<file path="config.mk">
export PLATFORM = sky130hd
export DESIGN_NAME = adc_scan_controller
export DESIGN_NICKNAME = d
export VERILOG_FILES = /design/src/rtl/adc_scan_pkg.sv /design/src/rtl/argmin_tree.sv /design/src/rtl/adc_scan_controller.sv
export SDC_FILE = /design/constraint.sdc
export NUM_CORES = 1
export LEC_CHECK = 0
export ABC_AREA = 1
export BUFFER_PORTS_ARGS = -buffer_cell sky130_fd_sc_hd__clkbuf_2
export CORE_MARGIN = 2
export CORE_UTILIZATION = 65
export DETAILED_ROUTE_END_ITERATION = 8
export PLACE_DENSITY = 0.85
export SYNTH_ARGS = -nofsm -noshare
export SYNTH_HDL_FRONTEND = slang
export SYNTH_SLANG_ARGS = --single-unit
</file>
<file path="constraint.sdc">
create_clock -name CLK100MHZ -period 28.4 [get_ports CLK100MHZ]
set_input_delay 5.68 -clock CLK100MHZ [delete_from_list [all_inputs] [get_ports CLK100MHZ]]
set_output_delay 5.68 -clock CLK100MHZ [all_outputs]
set_load 0.005 [all_outputs]
</file>
<file path="src/rtl/adc_scan_pkg.sv">
// Shared types and constants for the multiplexed ADC scan controller.
// No ports: state enum, default parameters and width helpers.
package adc_scan_pkg;

  typedef enum logic [1:0] {
    ST_IDLE,
    ST_SETTLE,
    ST_CONVERT,
    ST_ADVANCE
  } scan_state_e;

  localparam int DEF_N_CH         = 8;
  localparam int DEF_DATA_W       = 8;
  localparam int DEF_DIV          = 500000;
  localparam int DEF_SETTLE_TICKS = 1;
  localparam int DEF_CONV_TICKS   = 4;
  localparam int DEF_HYST         = 8;

  // Address width for a channel count.
  function automatic int addr_w(input int n);
    return $clog2(n);
  endfunction

  // Counter width able to hold 0..n-1 (never zero bits).
  function automatic int cnt_w(input int n);
    return (n < 2) ? 1 : $clog2(n);
  endfunction

  function automatic int max_i(input int a, input int b);
    return (a > b) ? a : b;
  endfunction

endpackage

</file>
<file path="src/rtl/argmin_tree.sv">
// Combinational minimum / argmin over N_CH masked inputs.
// Ports: data_i (per-channel values), valid_i (include mask),
// min_o (smallest valid value, all-ones if none), idx_o (its index).
module argmin_tree
  import adc_scan_pkg::*;
#(
  parameter  int N_CH   = DEF_N_CH,
  parameter  int DATA_W = DEF_DATA_W,
  localparam int AW     = addr_w(N_CH)
) (
  input  logic [N_CH-1:0][DATA_W-1:0] data_i,
  input  logic [N_CH-1:0]             valid_i,
  output logic [DATA_W-1:0]           min_o,
  output logic [AW-1:0]               idx_o
);

  logic found;

  // Ascending scan with strict '<': an equal value at a higher
  // index never displaces the current winner.
  always_comb begin
    min_o = '1;
    idx_o = '0;
    found = 1'b0;
    for (int i = 0; i < N_CH; i++) begin
      if (valid_i[i] && (!found || data_i[i] < min_o)) begin
        min_o = data_i[i];
        idx_o = AW'(i);
        found = 1'b1;
      end
    end
  end

endmodule

</file>
<file path="src/rtl/adc_scan_controller.sv">
// Steps an external muxed ADC over masked channels, captures samples and
// publishes the per-frame darkest channel plus a hysteretic detect flag.
// Ports: CLK100MHZ/reset (sync, active-high), enable, ch_mask, thresh,
// adc_data in; adc_start, adc_addr, sample_valid/ch/data, frame_done,
// min_val, min_addr, move_goalie out.
module adc_scan_controller
  import adc_scan_pkg::*;
#(
  parameter  int N_CH         = DEF_N_CH,
  parameter  int DATA_W       = DEF_DATA_W,
  parameter  int DIV          = DEF_DIV,
  parameter  int SETTLE_TICKS = DEF_SETTLE_TICKS,
  parameter  int CONV_TICKS   = DEF_CONV_TICKS,
  parameter  int HYST         = DEF_HYST,
  localparam int AW           = addr_w(N_CH)
) (
  input  logic              CLK100MHZ,
  input  logic              reset,
  input  logic              enable,
  input  logic [N_CH-1:0]   ch_mask,
  input  logic [DATA_W-1:0] thresh,
  input  logic [DATA_W-1:0] adc_data,
  output logic              adc_start,
  output logic [AW-1:0]     adc_addr,
  output logic              sample_valid,
  output logic [AW-1:0]     sample_ch,
  output logic [DATA_W-1:0] sample_data,
  output logic              frame_done,
  output logic [DATA_W-1:0] min_val,
  output logic [AW-1:0]     min_addr,
  output logic              move_goalie
);

  localparam int DW = cnt_w(DIV);
  localparam int TW = cnt_w(max_i(SETTLE_TICKS, CONV_TICKS));
  localparam logic [DATA_W:0] HYST_X = (DATA_W+1)'(HYST);

  scan_state_e                  state_q;
  logic [DW-1:0]                div_q;
  logic [TW-1:0]                tcnt_q;
  logic                         adc_start_q;
  logic [AW-1:0]                adc_addr_q;
  logic [N_CH-1:0]              frame_mask_q;
  logic [N_CH-1:0][DATA_W-1:0]  slot_q;
  logic                         sample_valid_q;
  logic [AW-1:0]                sample_ch_q;
  logic [DATA_W-1:0]            sample_data_q;
  logic                         frame_done_q;
  logic [DATA_W-1:0]            min_val_q;
  logic [AW-1:0]                min_addr_q;
  logic                         move_q;
  logic                         move_d;

  logic                         tick;
  logic                         nxt_found;
  logic [AW-1:0]                nxt_addr;
  logic [AW-1:0]                low_addr;
  logic [DATA_W-1:0]            am_val;
  logic [AW-1:0]                am_idx;
  logic [DATA_W:0]              hyst_lim;

  assign tick = (div_q == DW'(DIV - 1));

  // Next masked channel above the current address, and the lowest
  // channel of the incoming mask for the start of a frame.
  always_comb begin
    nxt_found = 1'b0;
    nxt_addr  = '0;
    low_addr  = '0;
    for (int i = N_CH - 1; i >= 0; i--) begin
      if (frame_mask_q[i] && i > int'(adc_addr_q)) begin
        nxt_found = 1'b1;
        nxt_addr  = AW'(i);
      end
      if (ch_mask[i]) begin
        low_addr = AW'(i);
      end
    end
  end

  argmin_tree #(
    .N_CH   (N_CH),
    .DATA_W (DATA_W)
  ) u_argmin (
    .data_i  (slot_q),
    .valid_i (frame_mask_q),
    .min_o   (am_val),
    .idx_o   (am_idx)
  );

  // Extra bit keeps thresh+HYST from wrapping; past full scale
  // the flag can no longer be released.
  always_comb begin
    hyst_lim = {1'b0, thresh} + HYST_X;
    move_d   = move_q;
    if (am_val < thresh) begin
      move_d = 1'b1;
    end else if ({1'b0, am_val} >= hyst_lim) begin
      move_d = 1'b0;
    end
  end

  always_ff @(posedge CLK100MHZ) begin
    if (reset) begin
      state_q        <= ST_IDLE;
      div_q          <= '0;
      tcnt_q         <= '0;
      adc_start_q    <= 1'b0;
      adc_addr_q     <= '0;
      frame_mask_q   <= '0;
      slot_q         <= '1;
      sample_valid_q <= 1'b0;
      sample_ch_q    <= '0;
      sample_data_q  <= '0;
      frame_done_q   <= 1'b0;
      min_val_q      <= '1;
      min_addr_q     <= '0;
      move_q         <= 1'b0;
    end else begin
      sample_valid_q <= 1'b0;
      frame_done_q   <= 1'b0;
      unique case (state_q)
        ST_IDLE: begin
          div_q       <= '0;
          tcnt_q      <= '0;
          adc_start_q <= 1'b0;
          if (enable && |ch_mask) begin
            frame_mask_q <= ch_mask;
            adc_addr_q   <= low_addr;
            state_q      <= ST_SETTLE;
          end
        end
        ST_SETTLE: begin
          div_q <= tick ? '0 : div_q + DW'(1);
          if (tick) begin
            if (tcnt_q == TW'(SETTLE_TICKS - 1)) begin
              tcnt_q      <= '0;
              adc_start_q <= 1'b1;
              state_q     <= ST_CONVERT;
            end else begin
              tcnt_q <= tcnt_q + TW'(1);
            end
          end
        end
        ST_CONVERT: begin
          div_q <= tick ? '0 : div_q + DW'(1);
          if (tick) begin
            if (tcnt_q == TW'(CONV_TICKS - 1)) begin
              tcnt_q             <= '0;
              adc_start_q        <= 1'b0;
              slot_q[adc_addr_q] <= adc_data;
              sample_valid_q     <= 1'b1;
              sample_ch_q        <= adc_addr_q;
              sample_data_q      <= adc_data;
              state_q            <= ST_ADVANCE;
            end else begin
              tcnt_q <= tcnt_q + TW'(1);
            end
          end
        end
        ST_ADVANCE: begin
          // Divider already wrapped to 0 on the final convert tick.
          if (!enable) begin
            state_q <= ST_IDLE;
          end else if (nxt_found) begin
            adc_addr_q <= nxt_addr;
            state_q    <= ST_SETTLE;
          end else begin
            min_val_q    <= am_val;
            min_addr_q   <= am_idx;
            move_q       <= move_d;
            frame_done_q <= 1'b1;
            frame_mask_q <= ch_mask;
            if (|ch_mask) begin
              adc_addr_q <= low_addr;
              state_q    <= ST_SETTLE;
            end else begin
              state_q <= ST_IDLE;
            end
          end
        end
        default: state_q <= ST_IDLE;
      endcase
    end
  end

  assign adc_start    = adc_start_q;
  assign adc_addr     = adc_addr_q;
  assign sample_valid = sample_valid_q;
  assign sample_ch    = sample_ch_q;
  assign sample_data  = sample_data_q;
  assign frame_done   = frame_done_q;
  assign min_val      = min_val_q;
  assign min_addr     = min_addr_q;
  assign move_goalie  = move_q;

endmodule
</file>
**Word level (Yosys, flattened, before mapping)**

Index checks and enable logic that the tools add are counted.
W data, S select, Z words.

- Register bits: 124
- Input port bits: 27
- Output and inout bits: 29
- Logic and storage cells: 189

- Add/sub/neg operators: 3
- Order comparisons: 18
- Equality and inequality tests: 13
- Muxes and demuxes: 81
- Bitwise gates (word level): 5
- Reductions and logical operators: 48

Operators with widths:

| cell | number |
|---|---|
| $mux W8 | 12 |
| $mux W3 | 23 |
| $bwmux W64 | 1 |
| $lt A8 B8 Y1 | 8 |
| $pmux W19 S2 | 1 |
| $mux W1 | 26 |
| $demux W8 S3 | 1 |
| $mux W2 | 11 |
| $add A19 B1 Y19 const B | 1 |
| $eq A19 B19 Y1 const B | 1 |
| $mux W19 | 1 |
| $logic_and A1 B1 Y1 | 16 |
| $pmux W8 S2 | 1 |
| $ne A2 B2 Y1 const B | 7 |
| $gt A3 B3 Y1 const A | 4 |
| $reduce_and A4 Y1 | 3 |
| $reduce_and A5 Y1 | 2 |
| $add A8 B4 Y9 const B | 1 |
| $ge A8 B9 Y1 | 1 |
| $reduce_and A3 Y1 | 3 |
| $pmux W2 S4 | 1 |
| $reduce_or A8 Y1 | 1 |
| $logic_not A1 Y1 | 7 |
| $logic_or A1 B1 Y1 | 7 |
| other kinds (17) | 28 |

**Logic depth before layout (Yosys ltp)**

Gate-level depths: netlist (run 1).

- Depth in word-level cells: 32
- Gate-level depth with buffers: 97
- Mapped depth without buffers: 90

**Cells and area by module**

From an unflattened synthesis (run 1), not the netlist that was laid out.

- Cells, all modules: 1181
- Area total of the unflattened synthesis: 7876.3 µm²

By module, submodules not included:

| module | instances | cells each | area each (µm²) |
|---|---|---|---|
| adc_scan_controller | 1 | 783 | 5780.5 |
| argmin_tree | 1 | 398 | 2095.8 |

**Worst setup path after synthesis (run 1)**

Ideal clock, no wire load.

- Kind: register to register
- From: reg frame_mask_q[0]
- To: reg move_q (netlist: move_goalie)
- Library setup time: 0.070 ns
- Arrival: 10.447 ns
- Setup slack: 17.883 ns
- Stages on the path, launching flop included: 83
- Path buffers: 7
- Cells stage by stage: dfxtp_1 > inv_1 > nor2_1 > ha_1 > a21oi_1 > nor2_1 > a211oi_1 > nand2_1 > nand2_2 > nand2_2 > buf_4 > o21ai_0 > ha_1 > a21oi_1 > nor2_1 > a211oi_1 > nand2_2 > nand2_2 > [47 not listed] > a211oi_1 > nand2_2 > nand2_4 > nand2_2 > buf_6 > nand2_1 > and2_1 > ha_1 > nand2_1 > nor2_1 > a211oi_1 > nor2_1 > o21ai_0 > nand2_1 > a21oi_1 > nor2_1 > a2111o_1 > a21oi_1

- Longest elaborated chain between the ends: 32
- Elaborated cells between the ends (all ways): 48
- Classes of those cells: order compare: 9; mux: 16; reduce/logical: 23

Ends and longest elaborated chain:

| what | line | source |
|---|---|---|
| start, declared | adc_scan_controller.sv:43 | `logic [N_CH-1:0] frame_mask_q;` |
| start signal, assigned | adc_scan_controller.sv:128 | `frame_mask_q <= ch_mask;` |
| start signal, assigned | adc_scan_controller.sv:173 | `frame_mask_q <= ch_mask;` |
| $mux W8 or $mux W1 (tied branches) | argmin_tree.sv:26 | `if (valid_i[i] && (!found \|\| data_i[i] < min_o)) begin` |
| $lt A8 B8 Y1 or $logic_not A1 Y1 (tied branches) | argmin_tree.sv:26 |  |
| $logic_or A1 B1 Y1 | argmin_tree.sv:26 |  |
| $logic_and A1 B1 Y1 | argmin_tree.sv:26 |  |
| $mux W8 or $mux W1 (tied branches) | argmin_tree.sv:26 |  |
| $lt A8 B8 Y1 or $logic_not A1 Y1 (tied branches) | argmin_tree.sv:26 |  |
| $logic_or A1 B1 Y1 | argmin_tree.sv:26 |  |
| $logic_and A1 B1 Y1 | argmin_tree.sv:26 |  |
| [17 not listed] | - |  |
| $lt A8 B8 Y1 or $logic_not A1 Y1 (tied branches) | argmin_tree.sv:26 |  |
| $logic_or A1 B1 Y1 | argmin_tree.sv:26 |  |
| $logic_and A1 B1 Y1 | argmin_tree.sv:26 |  |
| $mux W8 (*) | argmin_tree.sv:26 |  |
| via am_val[2] | adc_scan_controller.sv:58 | `logic [DATA_W-1:0] am_val;` |
| $ge A8 B9 Y1 or $lt A8 B8 Y1 (tied branches) | adc_scan_controller.sv:98, adc_scan_controller.sv:96 |  |
| $reduce_bool A2 Y1 (no line) | - |  |
| $reduce_and A4 Y1 (no line) | - |  |
| end signal, assigned | adc_scan_controller.sv:171 | `move_q <= move_d;` |
| end, declared | adc_scan_controller.sv:51 | `logic move_q;` |

The timed path passes the listed nets; every way through them passes the cells marked *.
A chain may end at the register's enable or synchronous reset.

**Worst setup path after layout (run 1)**

Same ends and word-level chain as after synthesis.

==> results of run 1 <==
## sequential cells by signal, summed over array words and instances, names as in the netlist
name and count:
min_val 8, sample_data 8, slot_q 64, tcnt_q 2, adc_addr 3, div_q 19
adc_start 1, state_q 2, sample_valid 1, frame_done 1, move_goalie 1, sample_ch 3
min_addr 3, frame_mask_q 8
## cell families (layout without fill, tap and decap cells)
family	count (synthesis)	after routing	synth area share, %
and+or+nand+nor	492	492	28.4
AOI/OAI and AO/OA	229	229	19.0
buffers and inverters	159	210	8.68
DFF	124	124	33.3
adders and majority gates	60	60	10.1
xor gates and xnor gates	4	4	0.470
## stage by stage
step	std cells	hold slack [ns]	utilization, %
CTS	1262	0.470	73.3
floorplan	1068	0.446	-
finish	1262	0.467	73.3
global route	1262	0.492	73.3
global placement	1231	0.452	68.2
detailed placement	1231	0.455	68.2
## cell type report
class | count | area (um2)
timing repair buffer | 56 | 283
fill | 917 | 3020
multi-input combinational | 785 | 4320
inverter | 123 | 462
clock inverter | 11 | 119
tap | 143 | 179
sequential | 124 | 2480
clock buffer | 20 | 457
## layer usage
metal  share of wire [%]  global-route usage, %  vias up
met5                   0                      0        -
met4                 2.0                   10.2        0
met3                 6.4                   6.56       39
met2                  46                   50.5      256
met1                  46                   42.6     3351
li1                    -                      -     3693
## power groups by stage
stage	Clock, W	Sequential [W]	Combinational [W]
2_1_floorplan	0	0.000199	0.000134
3_3_place_gp	0	0.000207	0.000155
5_1_grt	0.000221	0.000206	0.000184
4_1_cts	0.000213	0.000204	0.000160
6_report	0.000212	0.000204	0.000163
3_5_place_dp	0	0.000207	0.000157
## synthesized netlist by cell type (4+ instances only)
cell	n	area (um2)
o221ai_1	8	70.1
nor2_1	82	308
nand2_1	270	1010
buf_2	6	30.0
nor4_1	8	50.1
nand2_4	6	67.6
nand2_2	18	113
nand3_1	73	365
dfxtp_1	124	2480
o211ai_1	58	435
clkbuf_1	22	82.6
inv_1	119	447
nand4_1	5	31.3
nor3_1	18	90.1
o21bai_1	7	52.6
buf_4	4	30.0
a211oi_1	13	97.6
and2_1	7	43.8
o21ai_0	65	325
a21oi_1	63	315
ha_1	60	751
## path summary, 6_finish.rpt
path,start,endpoint,slack (ns),cells after the start
min,sample_data[0],sample_data[0],0.47,2
max,frame_mask_q[0],move_goalie,16.73,70
min reg2reg,sample_data[0],sample_data[0],0.47,2
max reg2reg,frame_mask_q[0],move_goalie,16.73,70
## worst register-to-register path, delay by kind of cell (launching register included)
kind            cells  cell delay [ns]
flops               1             0.46
simple gates       36             3.44
fa+ha+maj           8             2.35
compound gates     25             5.19
buf+inv             1             0.18
==> results.yml, run 1 <==
pwr:
  switching_share_pct: 36.7
  leakagePower_nw: 4.17
  power_w: 0.000579
  peakVddDrop_mv: 0.0576
  p_int_w: 0.000367
  combPwrFrac_pct: 28.1
  cellPowerDensity_nw_per_um2: 69.8
  p_clk_share_pct: 36.7
  switchingPower_w: 0.000213
  power_frac_seq_pct: 35.3
setup_path:
  worstPathRequired_ns: 28.75
  crit_type: "reg -> reg"
  cp_max_fo: 17
  worstSetupEndpointType: "flip-flop"
  slowest_stage: "dfxtp_1"
  crit_buf_inv: 1
  critPathMaxStageDelay_ns: 0.46
  cp.arrival_ns: 12.02
  cp-start-kind: "flip-flop"
  path_delay_family: "compound AO/OA/AOI/OAI gates"
  cp_common_cell: "nand2_2"
floorplanning:
  initial_core_util_pct: 65.8
  fp.dieW_um: 111
  placementRows: 39
  pin_count: 56
  core_um2: 11300
  dieArea_um2: 12300
  die_y_um: 111
clock_tree:
  cts_resized: 0
  cts_buffers: 17
  clk_latency_ns: 0.43
  cts_root_buf: "clkbuf_16"
  cts_sinks: 124
  h-tree-depth: 4
  clk_pin_slew_ns: 0.06
  ctsHoldBuffers: 0
  post_cts_buffers: 0
  clk_path_buf_depth: 2
  cts_tree: "built"
global_routing:
  grt_pass1_vias: 6576
  grtUsageTotal_pct: 31.5
  grt_overflow: 0
  grt_pass1_wl_um: 31800
  antenna_found_initial: 0
  grt_max_degree: 85
timing:
  hold_violations: 0
  post-route-min-period_ns: 11.67
  rsz0062_at_grt: "no"
  report.final.slew_viol_count: 0
  finalSetupViolations: 0
  worst_slack_ns: 16.73
  worst_pin_slew_ns: 0.824
  finClkSkew_ns: 0.00916
  relSlewSlack_pct: 45.1
  fin_setup_tns_ns: 0
  fin_crit_sh_pct: 41.1
  max_freq_ghz: 0.0857
synth:
  synthFlopType: "dfxtp_1"
  synth_edf_count: 0
  synth_nets: 1155
  syn_area_um2: 7450
  syn_avg_cell_area_um2: 6.98
  synth_cell_types: 43
  async_flop_share_pct: 0
  synth_cells: 1068
  yosysWarnings: 0
  synth_seq_cells: 124
  seq_area_frac_synth_pct: 33.3
cells_and_area:
  final_cell_mix: "nand2_1, dfxtp_1, inv_1"
  final_common_cell: "nand2_1"
  antennaDiodeCount: 0
  area_growth_syn_to_layout_pct: 11.4
  drive_gt1_share_pct: 10.1
  layout.nets: 1194
  final_cell_area_um2: 8300
route:
  wl_per_cell_um: 15.1
  dr.first_iter.drc_count: 670
  finalWirelength_um: 19100
  drtAntennaViolNets: 0
  drcViolationCount: 0
  viasPerCell: 5.82
  route.vias.total: 7339
  drtPass1Iterations: 6
place:
  post-place-ws_ns: 16.96
  detailed_place_hpwl_um: 13900
  place_area_um2: 7730
  port_buffers: 55
  gp_congestion: 0.912
outcome:
  status: "completed"
hold_path:
  hold_class: "reg -> reg"
run:
  max_cap_viol_count: 0
Power figures use the tool's default switching activity.
==> inputs of run 2 (changes only) <==
CORE_UTILIZATION = 61   (was 65)
PLACE_DENSITY = 0.81   (was 0.85)
clock period = 11 ns   (was 28.4 ns; I/O delays follow)
==> run 2 against run 1 <==
Non-clock buffer count grew 6. Worst setup slack lost 16 ns. Via count down 0.37%. Flip-flop and latch count unchanged. Design area is 2.2% higher. Combinational power grew to 2.8 times the previous value. Clock skew fell by 0.0039 ns. Maximum frequency increased by 15%. Wire length rose by 2.4%. First-iteration DRC count is 7.9% lower. Critical endpoint unchanged.
==> results.yml, run 2 (synthesized netlist as in run 1, its figures left out) <==
pwr:
  switching_share_pct: 37.1
  p_clk_share_pct: 35.0
  switchingPower_w: 0.000568
  power_frac_seq_pct: 34.7
  leakagePower_nw: 4.20
  p_int_w: 0.000964
  peakVddDrop_mv: 0.132
  combPwrFrac_pct: 30.3
  cellPowerDensity_nw_per_um2: 181
route:
  drtAntennaViolNets: 0
  wl_per_cell_um: 15.4
  route.vias.total: 7312
  dr.first_iter.drc_count: 617
  drcViolationCount: 0
  drtPass1Iterations: 9
  viasPerCell: 5.75
  finalWirelength_um: 19500
cells_and_area:
  largest_reg_flops: 64
  largestRegisters: "slot_q (64), div_q (19)"
  drive_gt1_share_pct: 12.1
  antennaDiodeCount: 0
  area_growth_syn_to_layout_pct: 13.9
  top_register: "slot_q"
  final_common_cell: "nand2_1"
  final_cell_mix: "nand2_1, dfxtp_1, inv_1"
  layout.nets: 1200
floorplanning:
  initial_core_util_pct: 62.3
  die_y_um: 115
  pin_count: 56
  placementRows: 40
  dieArea_um2: 13100
  core_um2: 12000
  fp.dieW_um: 115
global_routing:
  global_route.usage.met3_pct: 6.35
  grt_pass1_vias: 6525
  antenna_found_initial: 0
  grtUsageTotal_pct: 30.1
  grt_overflow: 0
  grt_max_degree: 82
  grtUsageMet1_pct: 40.7
  grt_pass1_wl_um: 31200
  grt_busiest_layer: "met2"
  gr-usage-met2_pct: 47.8
clock_tree:
  clk_pin_slew_ns: 0.05
  cts_buffers: 17
  clk_path_buf_depth: 2
  cts_root_buf: "clkbuf_16"
  cts_sinks: 124
  h-tree-depth: 4
  clk_latency_ns: 0.42
  cts_tree: "built"
  ctsHoldBuffers: 0
timing:
  fin_hold_ws_ns: 0.472
  hold_violations: 0
  fin_setup_tns_ns: 0
  report.final.slew_viol_count: 0
  max_freq_ghz: 0.0987
  worst_pin_slew_ns: 0.848
  finClkSkew_ns: 0.00522
  finalSetupViolations: 0
  fin_crit_sh_pct: 92.1
  post-route-min-period_ns: 10.13
  relSlewSlack_pct: 43.3
setup_path:
  path_delay_family: "simple AND/OR/NAND/NOR gates"
  critPathMaxStageDelay_ns: 0.32
  cp_max_fo: 17
  crit_buf_inv: 1
  cp-start-kind: "flip-flop"
  cp.arrival_ns: 10.48
  crit_type: "reg -> reg"
  worstPathRequired_ns: 11.34
  worstSetupEndpointType: "flip-flop"
  slowest_stage: "dfxtp_2"
run:
  max_cap_viol_count: 0
place:
  port_buffers: 55
  gp_congestion: 0.896
  detailed_place_hpwl_um: 13900
outcome:
  status: "completed"
hold_path:
  hold_class: "reg -> reg"
## run 2: cell count changes in the layout (fill, tap and decap cells not counted), moves of 3 or more
cell	before	now
o21ai_0	65	37
a211oi_1	13	5
o21ai_2	0	6
nand2_8	0	4
clkbuf_8	2	5
o21ai_1	0	22
nand2_2	18	11
buf_4	1	7
a211oi_2	0	8
nand2_4	6	9
## run 2: worst paths after layout
check                           depth (start not counted)  slack [ns]       startpoint           to
worst max-delay path                                   74        0.87  frame_mask_q[0]  move_goalie
worst min-delay path                                    2        0.47       min_val[3]   min_val[3]
worst max register to register                         74        0.87  frame_mask_q[0]  move_goalie
worst min register to register                          2        0.47       min_val[3]   min_val[3]
## run 2: tightest hold or removal path, cell delays in order (launching register included)
cell and delay, ns:
dfxtp_1 0.32, a21oi_1 0.06, nand2_1 0.06
## run 2: power by group through the flow
stage	Sequential [W]	Combinational, W	Clock [W]
after detailed placement	0.000533	0.000410	0
final	0.000532	0.000464	0.000536
after floorplan	0.000513	0.000345	0
after global placement	0.000531	0.000404	0
after CTS	0.000524	0.000415	0.000537
after global routing	0.000537	0.000522	0.000560
## run 2: through the flow
step	cell area [um2]	setup slack, ns	power (W)	utilization (%)	cells
global placement	7750	0.157	0.000935	64.8	1237
global route	8480	-0.102	0.00162	70.9	1272
finish	8480	0.866	0.00153	70.9	1272
detailed placement	7750	-0.226	0.000944	64.8	1237
CTS	8310	0.0125	0.00148	69.5	1268
floorplan	7450	0.483	0.000859	-	1068
## run 2: what timing repair did
action	in CTS	in global routing
pin swaps	0	3
gates resized for setup	6	52
endpoints found under the setup margin	1	1
setup buffers	0	4
## run 2: final cells by class
class,instances,area [um2]
flip-flops and latches,124,2480
inverters,123,462
fillers,1000,3480
repair buffers,62,328
clock buffers,25,505
clock inverters,6,60.1
well taps,147,184
multi-input cells,785,4460
## run 2: per-layer routing
metal / vias up / share of wire [%]
met4: 0 / 2.1
met5: - / 0
met3: 35 / 6.4
li1: 3700 / -
met2: 264 / 47
met1: 3313 / 45
